`src/rtl/axi_intc_pkg.sv`:
```
// Shared constants and types for the interrupt-controller sequencer.
package axi_intc_pkg;

    localparam int unsigned AXI_ADDR_W = 9;
    localparam int unsigned AXI_DATA_W = 32;
    localparam int unsigned VEC_ID_W   = 5;

    // Interrupt controller register offsets
    localparam logic [AXI_ADDR_W-1:0] ADDR_ISR = 9'h000;
    localparam logic [AXI_ADDR_W-1:0] ADDR_IER = 9'h008;
    localparam logic [AXI_ADDR_W-1:0] ADDR_IAR = 9'h00C;
    localparam logic [AXI_ADDR_W-1:0] ADDR_IVR = 9'h018;
    localparam logic [AXI_ADDR_W-1:0] ADDR_MER = 9'h01C;

    // ME | HIE: master enable plus hardware interrupt enable
    localparam logic [AXI_DATA_W-1:0] MER_INIT = 32'h0000_0003;
    // IVR value meaning "no interrupt pending"
    localparam logic [AXI_DATA_W-1:0] IVR_NONE = 32'hFFFF_FFFF;

    typedef enum logic [2:0] {
        ST_B_IER,
        ST_B_MER,
        ST_IDLE,
        ST_RD_IVR,
        ST_VEC,
        ST_WR_IAR,
        ST_WR_IER
    } seq_state_e;

    typedef enum logic [2:0] {
        ENG_IDLE,
        ENG_WR,
        ENG_BRESP,
        ENG_AR,
        ENG_R
    } eng_state_e;

    // One AXI-Lite access as issued by the sequencer
    typedef struct packed {
        logic                  we;
        logic [AXI_ADDR_W-1:0] addr;
        logic [AXI_DATA_W-1:0] wdata;
    } axil_req_t;

endpackage

```
`src/rtl/axi_lite_single_master.sv`:
```
// One-shot AXI-Lite master: runs a single write or read per start and
// reports completion combinationally on the cycle the response handshakes.
module axi_lite_single_master
    import axi_intc_pkg::*;
(
    input  logic                  aclk,
    input  logic                  aresetn,

    input  logic                  start_i,
    input  axil_req_t             req_i,
    output logic                  done_c_o,
    output logic [AXI_DATA_W-1:0] rdata_c_o,
    output logic                  err_c_o,

    output logic [AXI_ADDR_W-1:0] m_awaddr,
    output logic                  m_awvalid,
    input  logic                  m_awready,
    output logic [AXI_DATA_W-1:0] m_wdata,
    output logic [3:0]            m_wstrb,
    output logic                  m_wvalid,
    input  logic                  m_wready,
    input  logic [1:0]            m_bresp,
    input  logic                  m_bvalid,
    output logic                  m_bready,
    output logic [AXI_ADDR_W-1:0] m_araddr,
    output logic                  m_arvalid,
    input  logic                  m_arready,
    input  logic [AXI_DATA_W-1:0] m_rdata,
    input  logic [1:0]            m_rresp,
    input  logic                  m_rvalid,
    output logic                  m_rready
);

    eng_state_e            st_q, st_d;
    logic                  awvalid_q, awvalid_d;
    logic                  wvalid_q, wvalid_d;
    logic                  bready_q, bready_d;
    logic                  arvalid_q, arvalid_d;
    logic                  rready_q, rready_d;
    logic                  aw_done_q, aw_done_d;
    logic                  w_done_q, w_done_d;
    logic [AXI_ADDR_W-1:0] addr_q, addr_d;
    logic [AXI_DATA_W-1:0] wdata_q, wdata_d;
    logic                  done_c;
    logic                  err_c;
    logic                  aw_hs_c;
    logic                  w_hs_c;

    assign aw_hs_c = awvalid_q & m_awready;
    assign w_hs_c  = wvalid_q & m_wready;

    assign m_awaddr  = addr_q;
    assign m_araddr  = addr_q;
    assign m_wdata   = wdata_q;
    assign m_wstrb   = 4'hF;
    assign m_awvalid = awvalid_q;
    assign m_wvalid  = wvalid_q;
    assign m_bready  = bready_q;
    assign m_arvalid = arvalid_q;
    assign m_rready  = rready_q;

    assign done_c_o  = done_c;
    assign err_c_o   = err_c;
    assign rdata_c_o = m_rdata;

    // Channel handshakes; a new request may launch on the completion cycle
    always_comb begin
        st_d      = st_q;
        awvalid_d = awvalid_q;
        wvalid_d  = wvalid_q;
        bready_d  = bready_q;
        arvalid_d = arvalid_q;
        rready_d  = rready_q;
        aw_done_d = aw_done_q;
        w_done_d  = w_done_q;
        addr_d    = addr_q;
        wdata_d   = wdata_q;
        done_c    = 1'b0;
        err_c     = 1'b0;

        case (st_q)
            ENG_WR: begin
                if (aw_hs_c) begin
                    awvalid_d = 1'b0;
                    aw_done_d = 1'b1;
                end
                if (w_hs_c) begin
                    wvalid_d = 1'b0;
                    w_done_d = 1'b1;
                end
                if ((aw_done_q | aw_hs_c) && (w_done_q | w_hs_c)) begin
                    bready_d = 1'b1;
                    st_d     = ENG_BRESP;
                end
            end
            ENG_BRESP: begin
                if (m_bvalid) begin
                    bready_d = 1'b0;
                    done_c   = 1'b1;
                    err_c    = (m_bresp != 2'b00);
                    st_d     = ENG_IDLE;
                end
            end
            ENG_AR: begin
                if (m_arready) begin
                    arvalid_d = 1'b0;
                    rready_d  = 1'b1;
                    st_d      = ENG_R;
                end
            end
            ENG_R: begin
                if (m_rvalid) begin
                    rready_d = 1'b0;
                    done_c   = 1'b1;
                    err_c    = (m_rresp != 2'b00);
                    st_d     = ENG_IDLE;
                end
            end
            default: ;
        endcase

        if (start_i && ((st_q == ENG_IDLE) || done_c)) begin
            addr_d  = req_i.addr;
            wdata_d = req_i.wdata;
            if (req_i.we) begin
                awvalid_d = 1'b1;
                wvalid_d  = 1'b1;
                aw_done_d = 1'b0;
                w_done_d  = 1'b0;
                st_d      = ENG_WR;
            end else begin
                arvalid_d = 1'b1;
                st_d      = ENG_AR;
            end
        end
    end

    // Engine state and channel registers
    always_ff @(posedge aclk or negedge aresetn) begin
        if (!aresetn) begin
            st_q      <= ENG_IDLE;
            awvalid_q <= 1'b0;
            wvalid_q  <= 1'b0;
            bready_q  <= 1'b0;
            arvalid_q <= 1'b0;
            rready_q  <= 1'b0;
            aw_done_q <= 1'b0;
            w_done_q  <= 1'b0;
            addr_q    <= '0;
            wdata_q   <= '0;
        end else begin
            st_q      <= st_d;
            awvalid_q <= awvalid_d;
            wvalid_q  <= wvalid_d;
            bready_q  <= bready_d;
            arvalid_q <= arvalid_d;
            rready_q  <= rready_d;
            aw_done_q <= aw_done_d;
            w_done_q  <= w_done_d;
            addr_q    <= addr_d;
            wdata_q   <= wdata_d;
        end
    end

endmodule

```
`src/rtl/axi_intc_sequencer.sv`:
```
// Owns the interrupt controller register port: boot programming, vector
// fetch and acknowledge, and serialised runtime IER updates.
module axi_intc_sequencer
    import axi_intc_pkg::*;
#(
    parameter int unsigned           NUM_IRQ  = 8,
    parameter logic [AXI_DATA_W-1:0] INIT_IER = 32'h0000_0000
) (
    input  logic                  aclk,
    input  logic                  aresetn,

    output logic [AXI_ADDR_W-1:0] m_awaddr,
    output logic                  m_awvalid,
    input  logic                  m_awready,
    output logic [AXI_DATA_W-1:0] m_wdata,
    output logic [3:0]            m_wstrb,
    output logic                  m_wvalid,
    input  logic                  m_wready,
    input  logic [1:0]            m_bresp,
    input  logic                  m_bvalid,
    output logic                  m_bready,
    output logic [AXI_ADDR_W-1:0] m_araddr,
    output logic                  m_arvalid,
    input  logic                  m_arready,
    input  logic [AXI_DATA_W-1:0] m_rdata,
    input  logic [1:0]            m_rresp,
    input  logic                  m_rvalid,
    output logic                  m_rready,

    input  logic                  irq_i,
    output logic                  vec_valid_o,
    output logic [VEC_ID_W-1:0]   vec_id_o,
    input  logic                  vec_ack_i,
    input  logic                  cfg_req_i,
    input  logic [AXI_DATA_W-1:0] cfg_ier_i,
    output logic                  cfg_ready_o,
    output logic                  init_done_o,
    output logic                  err_o
);

    seq_state_e            st_q, st_d;
    logic                  boot_q;
    logic                  vec_valid_q, vec_valid_d;
    logic [VEC_ID_W-1:0]   vec_id_q, vec_id_d;
    logic                  init_done_q, init_done_d;
    logic                  err_q, err_d;

    logic                  start_c;
    axil_req_t             req_c;
    logic                  eng_done_c;
    logic                  eng_err_c;
    logic [AXI_DATA_W-1:0] eng_rdata_c;
    logic [AXI_DATA_W-1:0] ivr_c;

    assign vec_valid_o = vec_valid_q;
    assign vec_id_o    = vec_id_q;
    assign init_done_o = init_done_q;
    assign err_o       = err_q;
    // An interrupt in IDLE always beats a pending configuration request
    assign cfg_ready_o = (st_q == ST_IDLE) && !irq_i;

    // A failed IVR read is treated as "nothing pending"
    assign ivr_c = eng_err_c ? IVR_NONE : eng_rdata_c;

    axi_lite_single_master u_master (
        .aclk      (aclk),
        .aresetn   (aresetn),
        .start_i   (start_c),
        .req_i     (req_c),
        .done_c_o  (eng_done_c),
        .rdata_c_o (eng_rdata_c),
        .err_c_o   (eng_err_c),
        .m_awaddr  (m_awaddr),
        .m_awvalid (m_awvalid),
        .m_awready (m_awready),
        .m_wdata   (m_wdata),
        .m_wstrb   (m_wstrb),
        .m_wvalid  (m_wvalid),
        .m_wready  (m_wready),
        .m_bresp   (m_bresp),
        .m_bvalid  (m_bvalid),
        .m_bready  (m_bready),
        .m_araddr  (m_araddr),
        .m_arvalid (m_arvalid),
        .m_arready (m_arready),
        .m_rdata   (m_rdata),
        .m_rresp   (m_rresp),
        .m_rvalid  (m_rvalid),
        .m_rready  (m_rready)
    );

    // Sequencing FSM; each transaction is launched on entry to its state
    always_comb begin
        st_d        = st_q;
        vec_valid_d = vec_valid_q;
        vec_id_d    = vec_id_q;
        init_done_d = init_done_q;
        err_d       = err_q | eng_err_c;
        start_c     = 1'b0;
        req_c.we    = 1'b1;
        req_c.addr  = ADDR_IER;
        req_c.wdata = INIT_IER;

        case (st_q)
            ST_B_IER: begin
                if (boot_q) begin
                    start_c = 1'b1;
                end
                if (eng_done_c) begin
                    st_d        = ST_B_MER;
                    start_c     = 1'b1;
                    req_c.addr  = ADDR_MER;
                    req_c.wdata = MER_INIT;
                end
            end
            ST_B_MER: begin
                if (eng_done_c) begin
                    st_d        = ST_IDLE;
                    init_done_d = 1'b1;
                end
            end
            ST_IDLE: begin
                if (irq_i) begin
                    st_d        = ST_RD_IVR;
                    start_c     = 1'b1;
                    req_c.we    = 1'b0;
                    req_c.addr  = ADDR_IVR;
                    req_c.wdata = '0;
                end else if (cfg_req_i) begin
                    st_d        = ST_WR_IER;
                    start_c     = 1'b1;
                    req_c.wdata = cfg_ier_i;
                end
            end
            ST_RD_IVR: begin
                if (eng_done_c) begin
                    if ((ivr_c == IVR_NONE) || (ivr_c >= 32'(NUM_IRQ))) begin
                        st_d = ST_IDLE;
                    end else begin
                        vec_id_d    = ivr_c[VEC_ID_W-1:0];
                        vec_valid_d = 1'b1;
                        st_d        = ST_VEC;
                    end
                end
            end
            ST_VEC: begin
                if (vec_ack_i) begin
                    vec_valid_d = 1'b0;
                    st_d        = ST_WR_IAR;
                    start_c     = 1'b1;
                    req_c.addr  = ADDR_IAR;
                    req_c.wdata = 32'(1) << vec_id_q;
                end
            end
            ST_WR_IAR, ST_WR_IER: begin
                if (eng_done_c) begin
                    st_d = ST_IDLE;
                end
            end
            default: st_d = ST_B_IER;
        endcase
    end

    // Sequencer state and registered outputs
    always_ff @(posedge aclk or negedge aresetn) begin
        if (!aresetn) begin
            st_q        <= ST_B_IER;
            boot_q      <= 1'b1;
            vec_valid_q <= 1'b0;
            vec_id_q    <= '0;
            init_done_q <= 1'b0;
            err_q       <= 1'b0;
        end else begin
            st_q        <= st_d;
            boot_q      <= 1'b0;
            vec_valid_q <= vec_valid_d;
            vec_id_q    <= vec_id_d;
            init_done_q <= init_done_d;
            err_q       <= err_d;
        end
    end

endmodule

```
`config.mk`:
```
export PLATFORM = sky130hd
export DESIGN_NAME = axi_intc_sequencer
export DESIGN_NICKNAME = d
export VERILOG_FILES = /design/src/rtl/axi_intc_pkg.sv /design/src/rtl/axi_lite_single_master.sv /design/src/rtl/axi_intc_sequencer.sv
export SDC_FILE = /design/constraint.sdc
export NUM_CORES = 1
export LEC_CHECK = 0
export CAP_MARGIN = 20
export CORE_ASPECT_RATIO = 0.5
export CORE_MARGIN = 2
export CORE_UTILIZATION = 50
export CTS_CLUSTER_SIZE = 8
export DETAILED_ROUTE_END_ITERATION = 10
export DONT_BUFFER_PORTS = 1
export MAX_ROUTING_LAYER = met4
export PLACE_DENSITY = 0.66
export SLEW_MARGIN = 20
export SYNTH_ARGS = -nofsm -noshare
export SYNTH_HDL_FRONTEND = slang
export SYNTH_SLANG_ARGS = --single-unit
```
`constraint.sdc`:
```
create_clock -name aclk -period 2 [get_ports aclk]
set_input_delay 0.5 -clock aclk [delete_from_list [all_inputs] [get_ports aclk]]
set_output_delay 0.5 -clock aclk [all_outputs]
set_load 0.1 [all_outputs]
```
### Word level (Yosys, flattened, before mapping)

Index checks and enable logic that the tools add are counted.

| operators by class | value |
|---|---|
| order comparisons | 1 |
| multiply operators | 0 |
| reductions and logical operators | 22 |
| bitwise operators | 6 |
| shift-type cells | 1 |
| add/sub/neg operators | 0 |
| div/mod/pow operators | 0 |
| multiplexer cells | 65 |
| eq/ne operators | 25 |

Operators with widths:

| operator | count |
|---|---|
| one-hot mux 41 bit (3 select lines) | 1 |
| 2-to-1 mux 32 bit | 3 |
| 2-to-1 mux 1 bit | 37 |
| 2-to-1 mux 37 bit | 1 |
| 2-to-1 mux 3 bit | 12 |
| 2-to-1 mux 35 bit | 1 |
| equality test 32 bit, second input constant | 1 |
| >= comparator 32 x 4 -> 1 bit, second input constant | 1 |
| left shift 1 x 5 -> 32 bit, first input constant | 1 |
| one-hot mux 3 bit (5 select lines) | 1 |
| != test 2 bit, second input constant | 7 |
| equality test 3 x 2 -> 1 bit, second input constant | 4 |
| equality test 3 bit, second input constant | 4 |
| one-hot mux 3 bit (4 select lines) | 1 |
| 2-to-1 mux 10 bit | 1 |
| one-hot mux 1 bit (2 select lines) | 5 |
| AND reduction 5 bit | 2 |
| nonzero test 2 bit | 5 |
| != test 3 x 2 -> 1 bit, second input constant | 3 |
| AND reduction 3 bit | 3 |
| equality test 3 x 1 -> 1 bit, second input constant | 2 |
| zero test 3 bit | 2 |
| nonzero test 5 bit | 1 |
| != test 2 x 1 -> 1 bit, second input constant | 2 |
| other kinds (13) | 19 |

| word-level totals | value |
|---|---|
| bits in registers | 63 |
| bits in latches | 0 |
| memories | 0 |
| input port bits | 78 |
| output and inout port bits | 68 |
| RAM bits | 0 |
| bits in read-only memories | 0 |
| word-level logic and storage cells | 136 |

### Longest topological paths before layout

Gate-level depths: netlist of run 1.

| logic depth | value |
|---|---|
| word-level depth | 9 |
| mapped depth | 8 |
| depth with buffers taken out | 5 |

### Modules after synthesis

Synthesis of run 1 repeated with hierarchy kept, for this count alone.

| second synthesis, totals | value |
|---|---|
| cell total of the unflattened synthesis | 335 |
| area, all modules | 3652.3 sq um |

By module, submodules not included:

| module | area an instance (sq um) | cells an instance | instances | seq. area each (sq um) |
|---|---|---|---|---|
| axi_lite_single_master | 2570.0 | 190 | 1 | 1276.2 |
| axi_intc_sequencer | 1082.3 | 145 | 1 | 301.5 |

### Worst setup path after synthesis of run 1

No wires, ideal clock.

| timing | value |
|---|---|
| path type | reg2reg |
| start | reg st_q[1] |
| end | reg u_master.wdata_q[29] (netlist: u_master.m_wdata[29]) |
| arrival | 3.181 ns |
| library setup time | 0.076 ns |
| stages on the path, launching flop included | 9 |
| clock period less this slack | 3.257 ns |
| data required time | 1.924 ns |
| path buffers | 3 |
| slack | -1.257 ns |
| cell sequence | dfrtp_1 -> buf_6 -> inv_2 -> nor4_2 -> and2_1 -> buf_2 -> buf_2 -> a22oi_1 -> o21ai_1 |

| between the ends | value |
|---|---|
| cells in the longest elaborated chain, start to end | 3 |
| elaborated cells on any way between the ends | 6 |
| those cells by class | eq/ne: 2; mux: 2; reduce/logical: 2 |

Ends and longest elaborated chain:

| element | line | RTL |
|---|---|---|
| start: declaration | axi_intc_sequencer.sv:41 | `seq_state_e st_q, st_d;` |
| start signal: assignment | axi_intc_sequencer.sv:174 | `st_q <= st_d;` |
| equality test 3 bit (tied with other cells) | axi_intc_sequencer.sv:104 | `case (st_q)` |
| one-hot mux 1 bit (3 select lines) | axi_intc_sequencer.sv:104 |  |
| logical AND 1 bit | axi_lite_single_master.sv:122 | `if (start_i && ((st_q == ENG_IDLE) \|\| done_c)) begin` |
| end signal: assignment | axi_lite_single_master.sv:161 | `wdata_q <= wdata_d;` |
| end: declaration | axi_lite_single_master.sv:43 | `logic [AXI_DATA_W-1:0] wdata_q, wdata_d;` |

Parallel ways exist; a longest one is shown, timed or not.
A chain may end at the register's enable or synchronous reset.

### Worst setup path in the final report of run 1

| timing | value |
|---|---|
| start | reg st_q[0] |
| end | out cfg_ready_o |

| between the ends | value |
|---|---|
| cells in the longest elaborated chain, start to end | 2 |

Ends and longest elaborated chain:

| element | line | RTL |
|---|---|---|
| equality test 3 x 2 -> 1 bit | axi_intc_sequencer.sv:60 | `assign cfg_ready_o = (st_q == ST_IDLE) && !irq_i;` |
| logical AND 1 bit | axi_intc_sequencer.sv:60 |  |
| end: declaration | axi_intc_sequencer.sv:36 | `output logic cfg_ready_o,` |

No other way between the ends.

==> flow_summary.yaml, run 1 <==
finish:
  final_core_util_pct: 67.8
  drive_gt1_share_pct: 26.6
  areaGrowthSynthToFinish_pct: 28.3
  layoutNonFillerInstCount: 441
  antennaDiodeCount: 0
  nNetsFinal: 444
routing:
  antenna_left: 0
  wl_mm: 7.68
  first_pass_iters: 8
  dr.first_iter.drc_count: 190
  wire_per_inst_um: 17.4
  drc: 10
  vias: 2494
  vias_per_cell: 5.66
yosys:
  ys_seq_area_share_pct: 48.1
  netlist-cell-type-count: 49
  yosys_register_bits: 57
  postSynthAreaPerCell_um2: 9.45
  synth_ff_type: "dfrtp_1"
  syn_area_mm2: 0.00297
  yosysWarningCount: 0
  async_reset_ff_share_pct: 100
  synth_cells: 314
  post-synth-top-count-cell: "dfrtp_1"
  yosys-top-cells-count: "dfrtp_1 (56), nand2_1 (46), o21ai_1 (35)"
  synthTopCellsByArea: "dfrtp_1 (47%), o21ai_1 (5.9%), nand2_1 (5.8%), a22oi_1 (5.6%), buf_4 (5.3%)"
  synth_top_cell_by_area: "dfrtp_1"
  synth_edf_count: 0
  synth_top_area_share_pct: 47.2
clock_network:
  h-tree-depth: 3
  cts_buffers: 9
  cts_post_setup_buffers_inserted: 0
  clock_latency_ns: 0.32
  cts_tree: "done"
  cts_max_path_buffers: 2
  cts_root_buf: "clkbuf_16"
  path_clk_slew_ns: 0.05
  clock-sinks: 57
sta:
  slew_headroom_pct: 39.9
  setup_viol: 0
  setup-tns-final_ns: 0
  max_freq_ghz: 0.514
  hold_viol_final: 0
  tightestPinTransition_ns: 0.901
  finalClockSkew_ns: 0.00598
  min_period_ns: 1.94
  finalMaxSlewViolations: 0
  setup_ws_ns: 0.0551
  period_share_pct: 97.2
placement:
  dp_hpwl_mm: 5.58
  dp.cells: 427
  port_buffers: 0
  globalplace.congestion: 0.868
  dp_slack_ns: -0.105
outcome:
  status: "finished, violations left"
  violations: "DRC"
die:
  core-area_mm2: 0.00561
  die_area_mm2: 0.00660
  start_util_pct: 52.9
  row_count: 19
  ios: 146
  die_w_um: 113
  die_y_um: 58.5
setup_path:
  critPathRequiredTime_ns: 1.50
  crit_path_start_kind: "flop"
  crit_slowest_cell: "dfrtp_1"
  path_buf_inv: 2
  crit_family: "buffers and inverters"
  arrival_ns: 1.44
  cp_max_fo: 15
  critPathMaxStageDelay_ns: 0.40
  cp-end-kind: "primary output"
  cp_cell_sequence: "buf_12 -> nor4_4 -> buf_6"
  worst-setup-path-type: "reg -> out"
grt:
  grt_pass1_vias: 2423
  gr-total-overflow: 0
  grt.total_usage_pct: 25.1
  antenna_found_initial: 0
  grt_max_degree: 57
  grt_pass1_wl_mm: 12.2
min_path:
  min_path_type: "in -> async"
flow_run:
  maxCapViolations: 0
-- final cells by class --
cell class                      instances  area (um^2)
Clock buffer                           13          270
Fill cell                             448         1810
Inverter                                2         7.51
Multi-Input combinational cell        230         1380
Sequential cell                        57         1430
Tap cell                               73         91.3
Timing Repair Buffer                   66          619
-- sequential cells by signal (all words and copies together), names as in the netlist, 3 cells and up --
register / cells
st_q: 3
u_master.st_q: 3
vec_id_o: 5
u_master.m_araddr: 3
u_master.m_wdata: 32
-- path summary, 6_finish.rpt --
check | start | end | slack (ns) | cells past startpoint
worst max-delay path | st_q[0] | cfg_ready_o | 0.06 | 3
worst min-delay path | aresetn | boot_q | 0.02 | 0
worst max register to register | u_master.st_q[0] | u_master.m_wdata[10] | 0.08 | 6
worst min register to register | u_master.m_wdata[17] | u_master.m_wdata[17] | 0.49 | 2
max in group asynchronous | aresetn | st_q[2] | 1.71 | 1
min in group aclk | m_rdata[2] | vec_id_o[2] | 0.31 | 1
-- placed cells by master, fill, tap and decap left out, types with 3 or more instances in the layout --
cell / instances
a32oi_1: 8
nand2_1: 46
dfrtp_2: 5
nor2_1: 17
clkbuf_8: 3
dfrtp_1: 51
o21ai_0: 9
mux2_1: 3
a21oi_1: 9
nor4_1: 7
buf_12: 8
a221oi_1: 3
buf_4: 56
and2_1: 4
nand2b_1: 6
nor2b_1: 4
a22oi_1: 22
o21ai_1: 35
nor3_1: 4
conb_1: 17
a31oi_1: 4
clkbuf_16: 9
-- routing by layer --
layer | share of wire (%) | global-route usage (%) | vias to the layer above
met3 | 8.4 | 8.24 | 7
met2 | 49 | 41.0 | 113
li1 | - | - | 1208
met4 | 0.87 | 8.36 | 0
met5 | 0 | - | -
met1 | 41 | 30.2 | 1166
-- kinds of logic (layout without fill, tap and decap cells) --
group                  after synthesis  after routing  share of synthesized area [%]
AOI/OAI and AO/OA                  103            103                           22.9
buffers and inverters               42             81                           8.69
DFF                                 57             57                           48.1
muxes                                5              5                           1.86
other                                2             17                          0.253
and+or+nand+nor                    105            105                           18.2
-- timing repair --
item | in CTS | in global routing
hold buffers | 1 | 0
gates cloned | 0 | 0
endpoints found under the setup margin | 41 | 17
resized for setup | 3 | 5
pin swaps | 0 | 1
endpoints found under the hold margin | 56 | 0
-- stage by stage --
stage	hold slack (ns)	instance area (um^2)
global route	0.00399	3800
detailed placement	0.205	3480
global placement	0.205	3480
floorplan	0.204	3070
CTS	0.00452	3780
finish	0.0209	3800
-- worst reg2reg max path, delay by kind of cell (launching register included) --
family	cells	cell delay, ns
buffers and inverters	1	0.21
AOI/OAI and AO/OA	3	0.71
DFF	1	0.41
and+or+nand+nor	2	0.46
Power of run 1 is not shown: default switching activity piles up to over one toggle a cycle in this logic, so the estimate is an artifact.
==> inputs of run 2 (changes only) <==
--- a/config.mk
+++ b/config.mk
@@ -8,12 +8,12 @@
 export CAP_MARGIN = 20
 export CORE_ASPECT_RATIO = 0.5
 export CORE_MARGIN = 2
-export CORE_UTILIZATION = 50
+export CORE_UTILIZATION = 35
 export CTS_CLUSTER_SIZE = 8
 export DETAILED_ROUTE_END_ITERATION = 10
 export DONT_BUFFER_PORTS = 1
 export MAX_ROUTING_LAYER = met4
-export PLACE_DENSITY = 0.66
+export PLACE_DENSITY = 0.5
 export SLEW_MARGIN = 20
 export SYNTH_ARGS = -nofsm -noshare
 export SYNTH_HDL_FRONTEND = slang
==> run 2 against run 1 <==
  * The flow now finishes without violations
  * Die area up 40%
  * Flip-flop and latch count unchanged
  * Final area up 1.3%
  * Sequential share of layout area down 0.54 points
  * Register-to-register slack better by 0.04 ns
  * Clock skew up 0.0012 ns
  * First-iteration DRC count down 36%
  * Critical endpoint unchanged
==> flow_summary.yaml, run 2 (same netlist as run 1, synthesis figures left out) <==
routing:
  wl_mm: 8.20
  drc: 0
  vias_per_cell: 5.20
  antenna_left: 0
  vias: 2524
  first_pass_iters: 4
  wire_per_inst_um: 16.9
  dr.first_iter.drc_count: 121
clock_network:
  cts_tree: "done"
  cts_buffers: 9
  cts_root_buf: "clkbuf_16"
  clock_latency_ns: 0.32
  cts_max_path_buffers: 2
  path_clk_slew_ns: 0.05
  h-tree-depth: 3
  clock-sinks: 57
sta:
  period_share_pct: 96.8
  hold_viol_final: 0
  min_period_ns: 1.94
  setup_viol: 0
  rsz0062_at_grt: "no"
  max_freq_ghz: 0.517
  setup-tns-final_ns: 0
  finalClockSkew_ns: 0.00721
  whs_ns: 0.0372
  slew_headroom_pct: 37.6
  finalMaxSlewViolations: 0
  tightestPinTransition_ns: 0.936
placement:
  port_buffers: 0
  globalplace.congestion: 0.857
  post_dp_cell_area_mm2: 0.00352
  dp_hpwl_mm: 6.07
die:
  die_area_mm2: 0.00927
  die_y_um: 69.1
  row_count: 23
  ios: 146
  start_util_pct: 36.6
  die_w_um: 134
  core-area_mm2: 0.00812
setup_path:
  cp_max_fo: 15
  worst-setup-path-type: "reg -> out"
  cp_cell_sequence: "buf_12 -> nor4_4 -> buf_6"
  arrival_ns: 1.44
  critPathMaxStageDelay_ns: 0.40
  r2r_slack_ns: 0.12
  r2r-end: "u_master.m_wdata[18]"
  crit_family: "buffers and inverters"
  critPathRequiredTime_ns: 1.50
  crit_slowest_cell: "dfrtp_1"
  cp-end-kind: "primary output"
  path_buf_inv: 2
  r2r_start: "u_master.st_q[1]"
  crit_path_start_kind: "flop"
  rr_worst_depth: 6
finish:
  fin_area_mm2: 0.00385
  antennaDiodeCount: 0
  final_common_cell: "buf_4"
  mostFrequentLayoutCells: "buf_4 (59), dfrtp_1 (53), nand2_1 (46)"
  areaGrowthSynthToFinish_pct: 29.9
  nNetsFinal: 447
  drive_gt1_share_pct: 26.0
  largest_reg_flops: 32
grt:
  grt.total_usage_pct: 18.9
  gr-total-overflow: 0
  antenna_found_initial: 0
  grt_pass1_vias: 2532
  grt_max_degree: 57
  grt_pass1_wl_mm: 13.1
flow_run:
  maxCapViolations: 0
min_path:
  min_path_type: "in -> async"
outcome:
  status: "complete, no violations"
[run 2: cell types whose count changed in the layout (fill, tap and decap cells not counted), sizes merged]
| cell | previous run | this run |
|---|---|---|
| clkbuf | 13 | 15 |
| buf | 66 | 68 |
| dlygate4sd3 | 0 | 1 |
[run 2: per-stage QoR]
| step | cells | utilization, % | setup slack, ns |
|---|---|---|---|
| finish | 485 | 47.5 | 0.0649 |
| floorplan | 329 | - | -0.417 |
| detailed placement | 467 | 43.4 | -0.110 |
| global placement | 467 | 43.4 | -0.0621 |
| CTS | 483 | 47.1 | 0.00510 |
| global route | 485 | 47.5 | 0.00350 |
[run 2: how the worst max path moves through the flow]
stage                     startpoint              endpoint  depth (start not counted)
floorplan                    st_q[2]  u_master.m_wdata[12]                          7
global placement          m_rdata[4]           vec_id_o[0]                          5
detailed placement        m_rdata[4]           vec_id_o[1]                          5
CTS                 u_master.st_q[2]           vec_id_o[0]                          5
global route                 st_q[0]           cfg_ready_o                          3
finish                       st_q[0]           cfg_ready_o                          3
[run 2: timing repair]
action / 4_1_cts / 5_1_grt
resized for setup: 2 / 2
pin swaps: 1 / 0
setup buffers: 0 / 1
endpoints found under the hold margin: 56 / 1
endpoints found under the setup margin: 5 / 6
hold buffers: 1 / 1
cloned: 0 / 0
[run 2: cell type report]
type	count	area, um^2
Clock buffer	15	268
Timing Repair Buffer	69	632
Tap cell	112	140
Inverter	2	7.51
Multi-Input combinational cell	230	1380
Fill cell	751	4260
Sequential cell	57	1430
[run 2: routing by layer]
layer	vias up	wire length, um	GRT usage, %
met5	-	0	-
met4	0	127	6.20
met3	16	641	7.06
met2	116	3820	29.4
met1	1174	3620	22.8
li1	1218	-	-
Power of run 2 is left out for the same reason.
==> inputs of run 3 (changes only) <==
--- a/config.mk
+++ b/config.mk
@@ -12,6 +12,7 @@
 export CTS_CLUSTER_SIZE = 8
 export DETAILED_ROUTE_END_ITERATION = 10
 export DONT_BUFFER_PORTS = 1
+export HOLD_SLACK_MARGIN = 0.15
 export MAX_ROUTING_LAYER = met4
 export PLACE_DENSITY = 0.5
 export SLEW_MARGIN = 20
==> run 3 against run 2 <==
  * Routed wire length fell by 0.56%
  * Utilization is the same
  * Count of clock-buffer cells in the layout is the same
  * Die area unchanged
==> flow_summary.yaml, run 3 (same netlist as run 1, synthesis figures left out) <==
die:
  core-area_mm2: 0.00812
  ios: 146
  start_util_pct: 36.6
  die_y_um: 69.1
  die_area_mm2: 0.00927
  die_w_um: 134
  row_count: 23
finish:
  fin_area_mm2: 0.00385
  antennaDiodeCount: 0
  mostFrequentLayoutCells: "buf_4 (59), dfrtp_1 (53), nand2_1 (46)"
  final_common_cell: "buf_4"
  drive_gt1_share_pct: 26.0
  nNetsFinal: 447
  areaGrowthSynthToFinish_pct: 29.9
  largest_reg_flops: 32
clock_network:
  cts_tree: "done"
  clock-sinks: 57
  path_clk_slew_ns: 0.05
  cts_root_buf: "clkbuf_16"
  h-tree-depth: 3
  cts_buffers: 9
  clock_latency_ns: 0.32
  cts_max_path_buffers: 2
routing:
  wl_mm: 8.16
  first_pass_iters: 4
  antenna_left: 0
  wire_per_inst_um: 16.8
  vias_per_cell: 5.22
  dr.first_iter.drc_count: 128
  vias: 2532
  drc: 0
sta:
  finalClockSkew_ns: 0.00709
  setup_viol: 0
  setup_ws_ns: 0.0640
  slew_headroom_pct: 37.6
  max_freq_ghz: 0.517
  rsz0062_at_grt: "no"
  period_share_pct: 96.8
  finalMaxSlewViolations: 0
  min_period_ns: 1.94
  tightestPinTransition_ns: 0.936
  setup-tns-final_ns: 0
  hold_viol_final: 0
min_path:
  holdPathStages: 1
  min_path_type: "in -> reg"
grt:
  gr-total-overflow: 0
  grt.total_usage_pct: 18.8
  grt_pass1_wl_mm: 13.0
  antenna_found_initial: 0
  grt_max_degree: 58
  grt_pass1_vias: 2530
setup_path:
  crit_slowest_cell: "dfrtp_1"
  cp_max_fo: 15
  worst-setup-path-type: "reg -> out"
  rr_worst_depth: 6
  crit_family: "buffers and inverters"
  critPathRequiredTime_ns: 1.50
  arrival_ns: 1.44
  cp_cell_sequence: "buf_12 -> nor4_4 -> buf_6"
  worst-path-stages: 3
  path_buf_inv: 2
  cp-end-kind: "primary output"
  crit_path_start_kind: "flop"
  critPathMaxStageDelay_ns: 0.40
placement:
  port_buffers: 0
  post_dp_cell_area_mm2: 0.00352
  dp_slack_ns: -0.110
  globalplace.congestion: 0.857
  dp_hpwl_mm: 6.07
outcome:
  status: "complete, no violations"
flow_run:
  maxCapViolations: 0
-- run 3: timing repair --
item,4_1_cts,5_1_grt
cloned,0,0
hold buffers,2,0
setup endpoints to repair,5,6
buffers inserted,0,1
gates resized for setup,2,2
endpoints found under the hold margin,57,0
pin swaps,1,0
-- run 3: final cells by class --
class,count,area (um^2)
clock buffer,15,268
inverter,2,7.51
multi-input combinational,230,1380
timing repair buffer,69,632
sequential,57,1430
fill,751,4260
tap,112,140
-- run 3: worst reg2reg max path: stages, from the launching register on --
cell and delay [ns]:
dfrtp_1 0.43, nand4bb_1 0.32, a2111oi_4 0.50, o31ai_4 0.16
buf_12 0.19, nand2_1 0.09, o21ai_1 0.06
-- run 3: per-stage QoR --
step / hold slack (ns) / util, % / instances
2_1_floorplan: 0.204 / - / 329
3_3_place_gp: 0.206 / 43.4 / 467
3_5_place_dp: 0.206 / 43.4 / 467
4_1_cts: 0.288 / 47.3 / 484
5_1_grt: 0.302 / 47.5 / 485
6_report: 0.304 / 47.5 / 485
-- run 3: final timing paths --
kind	slack, ns	start	end
hold / removal	0.30	m_rdata[2]	vec_id_o[2]
max in group asynchronous	1.03	aresetn	boot_q
setup / recovery	0.06	st_q[0]	cfg_ready_o
setup reg to reg	0.13	u_master.st_q[1]	u_master.m_wdata[18]
hold reg to reg	0.49	u_master.m_wdata[17]	u_master.m_wdata[17]
min in group asynchronous	0.69	aresetn	u_master.w_done_q
-- run 3: layer usage --
metal	wire length [um]	vias to the layer above	track usage (%)
met1	3590	1181	22.8
met5	0	-	-
met3	652	17	7.06
li1	-	1219	-
met2	3770	115	29.0
met4	146	0	6.20
Power of run 3 is left out for the same reason.
